File: config.mk
export PLATFORM = sky130hd
export DESIGN_NAME = lfsr_period_monitor_flat
export DESIGN_NICKNAME = d
export VERILOG_FILES = /design/src/rtl/lfsr_period_monitor_pkg.sv /design/src/rtl/lfsr_period_monitor_if.sv /design/src/rtl/lfsr_period_monitor.sv /design/src/flat_wrapper.sv
export SDC_FILE = /design/constraint.sdc
export NUM_CORES = 1
export LEC_CHECK = 0
export BUFFER_PORTS_ARGS = -buffer_cell sky130_fd_sc_hd__buf_2
export CORE_ASPECT_RATIO = 1.75
export CORE_UTILIZATION = 50
export DETAILED_ROUTE_END_ITERATION = 10
export PLACE_DENSITY_LB_ADDON = 0.12
export SYNTH_ARGS = -nofsm -noshare
export SYNTH_HDL_FRONTEND = slang
export SYNTH_SLANG_ARGS = --single-unit
File: constraint.sdc
create_clock -name clk -period 2.9 [get_ports clk]
set_clock_uncertainty 0.1 [all_clocks]
set_input_delay 0.58 -clock clk [delete_from_list [all_inputs] [get_ports clk]]
set_output_delay 0.58 -clock clk [all_outputs]
set_load 0.01 [all_outputs]
File: src/rtl/lfsr_period_monitor_pkg.sv
// Shared types and constants for the LFSR period monitor.
package lfsr_period_monitor_pkg;

    typedef enum logic [1:0] {
        IDLE    = 2'd0,
        MEASURE = 2'd1,
        DONE    = 2'd2,
        FAULT   = 2'd3
    } state_t;

    localparam logic [1:0] FAULT_NONE    = 2'b00;
    localparam logic [1:0] FAULT_STUCK   = 2'b01;
    localparam logic [1:0] FAULT_TIMEOUT = 2'b10;

endpackage

File: src/rtl/lfsr_period_monitor_if.sv
// Sample/control inputs and result outputs of the LFSR period monitor.
interface lfsr_period_monitor_if #(
    parameter int WIDTH = 4,
    parameter int CNT_W = 5
);
    logic [WIDTH-1:0] lfsr_in;
    logic             sample_en;
    logic             start;
    logic             clear;
    logic             busy;
    logic             done;
    logic             fault;
    logic [1:0]       fault_code;
    logic [CNT_W-1:0] period;
    logic [CNT_W-1:0] ones;
    logic [WIDTH-1:0] seed;

    modport master (
        output lfsr_in, sample_en, start, clear,
        input  busy, done, fault, fault_code, period, ones, seed
    );

    modport slave (
        input  lfsr_in, sample_en, start, clear,
        output busy, done, fault, fault_code, period, ones, seed
    );
endinterface

File: src/rtl/lfsr_period_monitor.sv
// Measures the period of an LFSR sample stream from a captured seed, counts MSB
// ones over one period, and flags stuck or non-returning sequences.
module lfsr_period_monitor
    import lfsr_period_monitor_pkg::*;
#(
    parameter int WIDTH = 4,
    parameter int CNT_W = 5
) (
    input  logic                 clk,
    input  logic                 rst_n,
    lfsr_period_monitor_if.slave mon
);

    // cnt+1 reaching 2^WIDTH means every state was visited without seeing the seed again
    localparam logic [CNT_W-1:0] FULL_COUNT = CNT_W'(1) << WIDTH;

    state_t           state_reg, state_next;
    logic [WIDTH-1:0] seed_reg, seed_next;
    logic [WIDTH-1:0] prev_reg, prev_next;
    logic [CNT_W-1:0] cnt_reg, cnt_next;
    logic [CNT_W-1:0] ones_reg, ones_next;
    logic [CNT_W-1:0] period_reg, period_next;
    logic [1:0]       fault_code_reg, fault_code_next;

    logic [CNT_W-1:0] cnt_inc;
    logic [CNT_W-1:0] msb_in;

    assign cnt_inc = cnt_reg + CNT_W'(1);
    assign msb_in  = CNT_W'(mon.lfsr_in[WIDTH-1]);

    always_ff @(posedge clk or negedge rst_n) begin
        if (!rst_n) begin
            state_reg      <= IDLE;
            seed_reg       <= '0;
            prev_reg       <= '0;
            cnt_reg        <= '0;
            ones_reg       <= '0;
            period_reg     <= '0;
            fault_code_reg <= FAULT_NONE;
        end else begin
            state_reg      <= state_next;
            seed_reg       <= seed_next;
            prev_reg       <= prev_next;
            cnt_reg        <= cnt_next;
            ones_reg       <= ones_next;
            period_reg     <= period_next;
            fault_code_reg <= fault_code_next;
        end
    end

    always_comb begin
        state_next      = state_reg;
        seed_next       = seed_reg;
        prev_next       = prev_reg;
        cnt_next        = cnt_reg;
        ones_next       = ones_reg;
        period_next     = period_reg;
        fault_code_next = fault_code_reg;

        if (mon.clear) begin
            state_next      = IDLE;
            seed_next       = '0;
            prev_next       = '0;
            cnt_next        = '0;
            ones_next       = '0;
            period_next     = '0;
            fault_code_next = FAULT_NONE;
        end else begin
            case (state_reg)
                MEASURE: begin
                    if (mon.sample_en) begin
                        // Seed match outranks the stuck check so a period-1 stream reads as DONE
                        if (mon.lfsr_in == seed_reg) begin
                            period_next = cnt_inc;
                            state_next  = DONE;
                        end else if (mon.lfsr_in == prev_reg) begin
                            fault_code_next = FAULT_STUCK;
                            state_next      = FAULT;
                        end else if (cnt_inc == FULL_COUNT) begin
                            fault_code_next = FAULT_TIMEOUT;
                            state_next      = FAULT;
                        end else begin
                            cnt_next  = cnt_inc;
                            prev_next = mon.lfsr_in;
                            ones_next = ones_reg + msb_in;
                        end
                    end
                end
                default: begin
                    if (mon.start && mon.sample_en) begin
                        seed_next       = mon.lfsr_in;
                        prev_next       = mon.lfsr_in;
                        cnt_next        = '0;
                        ones_next       = msb_in;
                        period_next     = '0;
                        fault_code_next = FAULT_NONE;
                        state_next      = MEASURE;
                    end
                end
            endcase
        end
    end

    assign mon.busy       = (state_reg == MEASURE);
    assign mon.done       = (state_reg == DONE);
    assign mon.fault      = (state_reg == FAULT);
    assign mon.fault_code = fault_code_reg;
    assign mon.period     = period_reg;
    assign mon.ones       = ones_reg;
    assign mon.seed       = seed_reg;

endmodule

File: src/flat_wrapper.sv
// flat-port wrapper written by rule: the top's interface ports become plain ports
module lfsr_period_monitor_flat import lfsr_period_monitor_pkg::*;
#(
    parameter int WIDTH = 4,
    parameter int CNT_W = 5
)
  (clk, rst_n, mon_lfsr_in, mon_sample_en, mon_start, mon_clear, mon_busy, mon_done, mon_fault, mon_fault_code, mon_period, mon_ones, mon_seed);
  lfsr_period_monitor_if #(.WIDTH(WIDTH), .CNT_W(CNT_W)) mon_i ();
  input  logic clk;
  input  logic rst_n;
  input wire logic [$bits(mon_i.lfsr_in)-1:0] mon_lfsr_in;
  input wire logic [$bits(mon_i.sample_en)-1:0] mon_sample_en;
  input wire logic [$bits(mon_i.start)-1:0] mon_start;
  input wire logic [$bits(mon_i.clear)-1:0] mon_clear;
  output wire logic [$bits(mon_i.busy)-1:0] mon_busy;
  output wire logic [$bits(mon_i.done)-1:0] mon_done;
  output wire logic [$bits(mon_i.fault)-1:0] mon_fault;
  output wire logic [$bits(mon_i.fault_code)-1:0] mon_fault_code;
  output wire logic [$bits(mon_i.period)-1:0] mon_period;
  output wire logic [$bits(mon_i.ones)-1:0] mon_ones;
  output wire logic [$bits(mon_i.seed)-1:0] mon_seed;
  assign mon_i.lfsr_in = mon_lfsr_in;
  assign mon_i.sample_en = mon_sample_en;
  assign mon_i.start = mon_start;
  assign mon_i.clear = mon_clear;
  assign mon_busy = mon_i.busy;
  assign mon_done = mon_i.done;
  assign mon_fault = mon_i.fault;
  assign mon_fault_code = mon_i.fault_code;
  assign mon_period = mon_i.period;
  assign mon_ones = mon_i.ones;
  assign mon_seed = mon_i.seed;
  lfsr_period_monitor #(.WIDTH(WIDTH), .CNT_W(CNT_W)) u_core (.clk(clk), .rst_n(rst_n), .mon(mon_i));
endmodule
### After elaboration in Yosys (flattened, before gate mapping)

Index checks and enable logic that the tools add are counted.

| cells by class | value |
|---|---|
| $add $sub $neg | 2 |
| multipliers | 0 |
| div/mod/pow operators | 0 |
| order comparisons | 0 |
| eq/ne operators | 14 |
| shift operators | 0 |
| mux-type cells | 41 |
| bitwise logic cells | 0 |
| reduce and logical (&&, ||, !) cells | 8 |

Operator list:

| operator | number |
|---|---|
| 5-bit 2-to-1 mux | 18 |
| 4-bit 2-to-1 mux | 9 |
| 2-bit 2-to-1 mux | 14 |
| 3-bit inequality test, second input constant | 4 |
| 4-bit equality test | 2 |
| 3-bit AND reduction | 2 |
| 5-bit by 1-bit adder with 5-bit output | 1 |
| 5-bit by 1-bit adder with 5-bit output, second input constant | 1 |
| 5-bit equality test, second input constant | 1 |
| 5-bit by 2-bit inequality test with 1-bit output, second input constant | 1 |
| 5-bit AND reduction | 1 |
| 2-bit equality test, second input constant | 2 |
| 4-bit by 2-bit inequality test with 1-bit output, second input constant | 1 |
| 4-bit AND reduction | 1 |
| 3-bit by 2-bit inequality test with 1-bit output, second input constant | 1 |
| 3-bit nonzero test | 1 |
| 2-bit by 1-bit equality test with 1-bit output, second input constant | 1 |
| 2-bit inequality test, second input constant | 1 |
| 2-bit AND reduction | 1 |
| 2-bit nonzero test | 1 |
| 1-bit logical AND | 1 |

| storage, ports and cells | value |
|---|---|
| flip-flop bits (word level) | 27 |
| latch bits | 0 |
| bits in writable memories | 0 |
| memory bits (read-only) | 0 |
| input port bits | 9 |
| output and inout port bits | 19 |
| word-level logic and storage cells | 72 |
| memories kept | 0 |

### Longest topological paths before layout

Gate-level depths: netlist of the first run.

| depth | value |
|---|---|
| depth after elaboration | 8 |
| gate-level depth with buffers | 8 |
| depth with buffers taken out | 6 |

### Least setup slack after synthesis of the first run

Ideal clock, no wire load.

| path | value |
|---|---|
| path kind | input to register |
| start point | in mon_lfsr_in[1] |
| end point | reg u_core.ones_reg[0], in the netlist u_core.mon.ones[0] |
| library setup time | 125 ps |
| arrival time | 1843 ps |
| required time | 2675 ps |
| setup slack | 832 ps |
| cell stages on the path | 5 |
| buffers on the path | 0 |
| path through | xor2_1 -> nor4_4 -> a311oi_4 -> o21ai_2 -> mux2_4 |

| on the way | value |
|---|---|
| word-level cells in the longest chain between the ends | 3 |
| elaborated cells between the ends (all ways) | 5 |
| those cells by class | eq/ne (4); reduce/logical (1) |

Ends and longest elaborated chain:

| item | line | RTL |
|---|---|---|
| start: declaration | flat_wrapper.sv:11 | `input wire logic [$bits(mon_i.lfsr_in)-1:0] mon_lfsr_in;` |
| 4-bit equality test, on equally long branches | lfsr_period_monitor.sv:73, lfsr_period_monitor.sv:76 |  |
| 3-bit inequality test (no source line) | n/a |  |
| 5-bit AND reduction (no source line) (*) | n/a |  |
| end signal: assignment | lfsr_period_monitor.sv:45 | `ones_reg <= ones_next;` |
| end: declaration | lfsr_period_monitor.sv:21 | `logic [CNT_W-1:0] ones_reg, ones_next;` |

Mark *: on every way between the ends. The rest lies on a longest branch, timed or not.
A chain may end at the register's enable or synchronous reset.

### Final worst setup path of the first run

| path | value |
|---|---|
| start point | reg u_core.state_reg[1] |
| end point | reg u_core.ones_reg[0], in the netlist u_core.mon.ones[0] |

| on the way | value |
|---|---|
| word-level cells in the longest chain between the ends | 3 |
| elaborated cells between the ends (all ways) | 9 |
| those cells by class | eq/ne (5); mux (2); reduce/logical (2) |

Ends and longest elaborated chain:

| item | line | RTL |
|---|---|---|
| start: declaration | lfsr_period_monitor.sv:17 | `state_t state_reg, state_next;` |
| start signal: assignment | lfsr_period_monitor.sv:41 | `state_reg <= state_next;` |
| 2-bit by 1-bit equality test with 1-bit output (*) | lfsr_period_monitor.sv:69 | `case (state_reg)` |
| 3-bit inequality test (no source line) (tied with other cells) | n/a |  |
| 5-bit AND reduction (no source line) or 5-bit 2-to-1 mux (tied branches) | n/a |  |

Marks and branches as above.

==> run_results.csv, run 1 <==
group,metric,value,unit
synth,synth_seq_cells,27,
clocking,cts_resized,0,
setup_path,path_cells,"nand2b_1 > inv_1 > nand2_1 > o21ai_2 > mux2_4",
hold_path,hold_path_class,"input port to async pin",
global_route,grt_overflow,0,
detailed_routing,num_vias,1251,
timing,rsz0062_at_grt,"false",
setup_path,critPathMaxStageDelay,410,ps
setup_path,cp-start-kind,"register",
clocking,clock_tree.root_cell,"clkbuf_8",
floorplan,initial_utilization,0.5309,
detailed_routing,drc,0,
global_route,track_usage,0.2407,
floorplan,core_area,2960,um^2
synth,syn-cell-area,1572,um^2
clocking,numCtsBuffers,3,
floorplan,rows,26,
setup_path,critPathRequiredTime,2970,ps
timing,setup_tns,0,ps
synth,synth_area_leaders,"dfrtp_1, nand2_1, mux2i_1",
synth,synth_edf_count,0,
setup_path,cp-end-kind,"register",
setup_path,worstSetupPathType,"register to register",
detailed_routing,drt-vias-per-instance,5.739,
setup_path,r2r_start,"u_core.state_reg[1]",
clocking,cts.clk_slew.worst_paths,100,ps
clocking,hold_buffers,0,
global_route,first_global_vias,1287,
setup_path,slowest_stage,"dfrtp_1",
floorplan,die_h,76.17,um
placed_design,post_dp_cell_area,1719,um^2
timing,hold_ws,191.3,ps
synth,synth-main-ff-cell,"dfrtp_1",
floorplan,fp.dieW,44.38,um
clocking,clock_path_buffers,2,
final_layout,num-nets-final,189,
clocking,htree_levels,1,
clocking,clock_latency,280,ps
final_layout,fin_area,1768,um^2
timing,hold_violations,0,
synth,synth_top_area_share,0.4299,
clocking,cts.sinks,27,
synth,synth_nets,165,
power,peakVddDrop,0.3358,mV
detailed_routing,drtAntennaViolNets,0,
power,power_density,457.8,nW/um^2
synth,synth.largest_area_cell,"dfrtp_1",
timing,min_period,2211,ps
timing,max_freq,452.3,MHz
synth,ys_warn_count,0,
global_route,grt_antenna_before_repair,0,
final_layout,areaGrowthSynthToFinish,12.50,%
detailed_routing,wire_per_inst,16.77,um
timing,final-setup-viol-count,0,
timing,min_period_over_period,0.7624,
final_layout,diodes,0,
timing,relSlewSlack,0.5964,
timing,fin_ws,688.9,ps
clocking,cts_setup_buffers,0,
detailed_routing,wl,3656,um
setup_path,crit_fanout,11,
synth,synthDistinctLibCells,44,
synth,synth_seq_area_share,0.4299,
timing,slew_violations,0,
floorplan,die_area,3380,um^2
status,status,"completed",
detailed_routing,first_pass_iters,4,
floorplan,ios,28,
detailed_routing,drt-initial-drc-count,38,
global_route,grt_pass1_wl,6210,um
clocking,cts_tree,"yes",
final_layout,drive_gt1_frac,0.2500,
setup_path,arrival,2290,ps
synth,synthArstFlopShare,1.000,
power,p_leak,0.8613,nW
synth,synth.avg_cell_area,10.27,um^2
synth,ys_top_cells_by_count,"dfrtp_1, nand2_1, nor2_1",
timing,tightest_slew,605.4,ps
setup_path,worstSetupStartpoint,"u_core.state_reg[1]",
run,drv_cap,0,
placed_design,place_ws,554.1,ps
synth,yosysMostFrequentCell,"dfrtp_1",
placed_design,gp_congestion,0.8380,
placed_design,port_buffers,27,
global_route,grt_max_degree,28,
placed_design,detailed_place_hpwl,2663,um
synth,syn-instance-count,153,
==> per-stage QoR <==
step	util	instances	power, mW
4_1_cts	0.5972	218	0.8170
6_report	0.5972	218	0.8094
3_3_place_gp	0.5807	214	0.5876
2_1_floorplan	-	153	0.5358
5_1_grt	0.5972	218	0.8466
3_5_place_dp	0.5807	214	0.5928
==> final timing paths <==
| check | cells past startpoint | end | slack [ps] |
|---|---|---|---|
| setup / recovery | 5 | u_core.mon.ones[0] | 690 |
| hold / removal | 1 | u_core.mon.period[0] | 190 |
| setup reg to reg | 5 | u_core.mon.ones[0] | 690 |
| hold reg to reg | 2 | u_core.mon.period[2] | 380 |
| max in group asynchronous | 1 | u_core.state_reg[0] | 2100 |
| min in group clk | 2 | u_core.mon.period[2] | 380 |
==> cells by family (layout without fill, tap and decap cells) <==
family	count (synthesis)	in the layout	synth area share
and+or+nand+nor	55	55	0.1783
DFF	27	27	0.4299
xor gates and xnor gates	11	11	0.06130
buffers and inverters	12	35	0.03502
muxes	9	9	0.06130
AOI/OAI and AO/OA	36	36	0.2102
adders and majority gates	3	3	0.02389
==> worst max-delay path: cells and delay by family (launching register included) <==
| kind | cells | cell delay [ps] |
|---|---|---|
| simple gates | 2 | 650 |
| flops | 1 | 410 |
| compound gates | 1 | 360 |
| mux | 1 | 330 |
| buf+inv | 1 | 270 |
==> per-layer routing <==
metal | GRT usage | routed length (um) | vias to the layer above
met5 | 0 | 0 | -
met1 | 0.2917 | 1528 | 619
met2 | 0.4250 | 2002 | 22
met4 | 0.08182 | 55 | 0
met3 | 0.02133 | 69 | 6
li1 | - | - | 604
==> cells in the final DEF, fill, tap and decap left out, drive strengths merged, types with 3 or more instances in the layout <==
cell type | Yosys | layout
ha | 3 | 3
inv | 4 | 4
xor2 | 6 | 6
nand3 | 5 | 5
nand2 | 22 | 22
nor2 | 11 | 11
nand2b | 3 | 3
o31ai | 4 | 4
xnor2 | 5 | 5
clkbuf | 4 | 3
a21oi | 4 | 4
o21ai | 7 | 7
buf | 4 | 27
dfrtp | 27 | 27
or3 | 3 | 3
mux2i | 7 | 7
o41ai | 4 | 4
==> layout make-up <==
type | instances | area [um^2]
timing repair buffer | 27 | 135.1
tap | 42 | 52.55
sequential | 27 | 675.6
clock buffer | 3 | 41.29
clock inverter | 1 | 7.507
inverter | 4 | 15.01
multi-input combinational | 114 | 840.8
fill | 270 | 1192
==> report_power, final <==
group	internal [mW]	switching, mW
combinational	0.0617	0.110
clock	0.0977	0.126
sequential	0.396	0.0177
total	0.555	0.254
Power figures use the tool's default switching activity.
==> run 2, diff against run 1 <==
CORE_UTILIZATION = 49   (was 50)
clock period = 1.9 ns   (was 2.9 ns; I/O delays follow)
==> run 2 against run 1 <==
- the run now ends with design-rule violations left
- via count is 12% higher
- maximum frequency is 17% higher
- critical path depth stayed put
- die area is 2.0% higher
- non-clock buffer count is 23 higher
- clock power is 50% higher
- cell area is 15% higher
- worst setup slack worse by 680 ps
- utilization is 8.5 points higher
- final cell count is 11% higher
- critical endpoint is now u_core.cnt_reg[3]
- largest cell class unchanged
==> run_results.csv, run 2 (same netlist as run 1, synthesis figures left out) <==
group,metric,value,unit
detailed_routing,wl,4052,um
placed_design,detailed_place_hpwl,2934,um
power,p_leak,1.014,nW
clocking,cts.clk_slew.worst_paths,100,ps
floorplan,fp.dieW,44.81,um
setup_path,arrival,1950,ps
clocking,clock_path_buffers,2,
final_layout,diodes,0,
clocking,hold_buffers,0,
floorplan,die_h,76.92,um
timing,tightest_slew,612.3,ps
clocking,htree_levels,1,
detailed_routing,first_pass_iters,7,
setup_path,worstSetupPathType,"register to register",
clocking,cts_tree,"yes",
floorplan,ios,28,
final_layout,final_common_cell,"buf_2",
power,peakVddDrop,0.5703,mV
global_route,grt_max_degree,28,
global_route,grt_pass1_wl,6458,um
power,power_density,642.9,nW/um^2
detailed_routing,drt-initial-drc-count,67,
global_route,grt_overflow,0,
placed_design,place_ws,-163.4,ps
timing,rsz0062_at_grt,"true",
placed_design,port_buffers,27,
clocking,clock_tree.root_cell,"clkbuf_8",
setup_path,worstSetupStartpoint,"u_core.mon.seed[1]",
detailed_routing,num_vias,1398,
timing,min_period_over_period,0.9938,
clocking,cts.sinks,27,
setup_path,cp-start-kind,"register",
status,violations,"design-rule violations",
final_layout,final_cell_mix,"buf_2, dfrtp_1, buf_4, nand2_1, nor2_1",
floorplan,core_area,2993,um^2
timing,slew_violations,0,
floorplan,die_area,3447,um^2
timing,hold_violations,0,
final_layout,areaGrowthSynthToFinish,29.94,%
run,drv_cap,0,
detailed_routing,drt-vias-per-instance,5.801,
detailed_routing,drtAntennaViolNets,0,
timing,final-setup-viol-count,0,
timing,setup_tns,0,ps
timing,max_freq,529.6,MHz
timing,min_period,1888,ps
final_layout,stdcell_count,241,
timing,hold_ws,5.454,ps
global_route,first_global_vias,1465,
setup_path,cp-end-kind,"register",
floorplan,initial_utilization,0.5251,
final_layout,num-nets-final,212,
setup_path,crit_fanout,7,
detailed_routing,drc,2,
placed_design,dp.cells,233,
setup_path,critPathRequiredTime,1960,ps
hold_path,hold_path_class,"input port to async pin",
global_route,grt_antenna_before_repair,0,
detailed_routing,wire_per_inst,16.81,um
clocking,clock_latency,270,ps
timing,relSlewSlack,0.5918,
status,status,"complete, but fails checks",
clocking,numCtsBuffers,3,
global_route,track_usage,0.2479,
placed_design,gp_congestion,0.9111,
final_layout,final_core_util,0.6823,
final_layout,fillCellCount,243,
final_layout,drive_gt1_frac,0.4070,
floorplan,rows,26,
setup_path,r2r_start,"u_core.mon.seed[1]",
timing,fin_ws,11.85,ps
==> run 2: metrics by stage <==
stage	cell area (um^2)	total power, mW
final	2042	1.313
after CTS	1932	1.277
after detailed placement	1862	0.9472
after global placement	1862	0.9373
after global routing	2042	1.379
after floorplan	1572	0.8178
==> run 2: final timing paths <==
check,to,slack [ps],cells past startpoint
hold / removal,u_core.mon.period[0],5,1
setup / recovery,u_core.cnt_reg[3],10,5
min in group clk,u_core.state_reg[0],220,2
hold reg to reg,u_core.mon.period[3],380,2
setup reg to reg,u_core.cnt_reg[3],10,5
max in group asynchronous,u_core.cnt_reg[3],1260,1
==> run 2: power by group <==
part	switching, mW	internal (mW)
combinational	0.195	0.148
sequential	0.0320	0.604
clock	0.187	0.147
total	0.414	0.899
==> run 2: layout make-up <==
class | count | area (um^2) | area share
Clock inverter | 1 | 5.005 | 0.002451
Sequential cell | 27 | 676.9 | 0.3315
Tap cell | 42 | 52.55 | 0.02574
Clock buffer | 3 | 41.29 | 0.02022
Inverter | 4 | 15.01 | 0.007353
Multi-Input combinational cell | 114 | 943.4 | 0.4620
Timing Repair Buffer | 50 | 307.8 | 0.1507
==> run 2: repair_timing <==
item / 4_1_cts / 5_1_grt
endpoints found under the setup margin: 2 / 18
gates resized for setup: 3 / 15
pin swaps: 1 / 7
buffers inserted: 1 / 3
==> run 2: critical path, cell delays in order, from the launching register on <==
cell and delay [ps]:
dfrtp_1 430, xnor2_2 160, and4_4 210, a311o_4 380, buf_4 170, o41ai_2 330
==> run 2: layer usage <==
layer,routed length (um),global-route usage,vias up
met3,183,0.04235,15
met5,0,0,-
met2,2250,0.4176,65
met4,110,0.1606,0
li1,-,-,644
met1,1507,0.2698,674
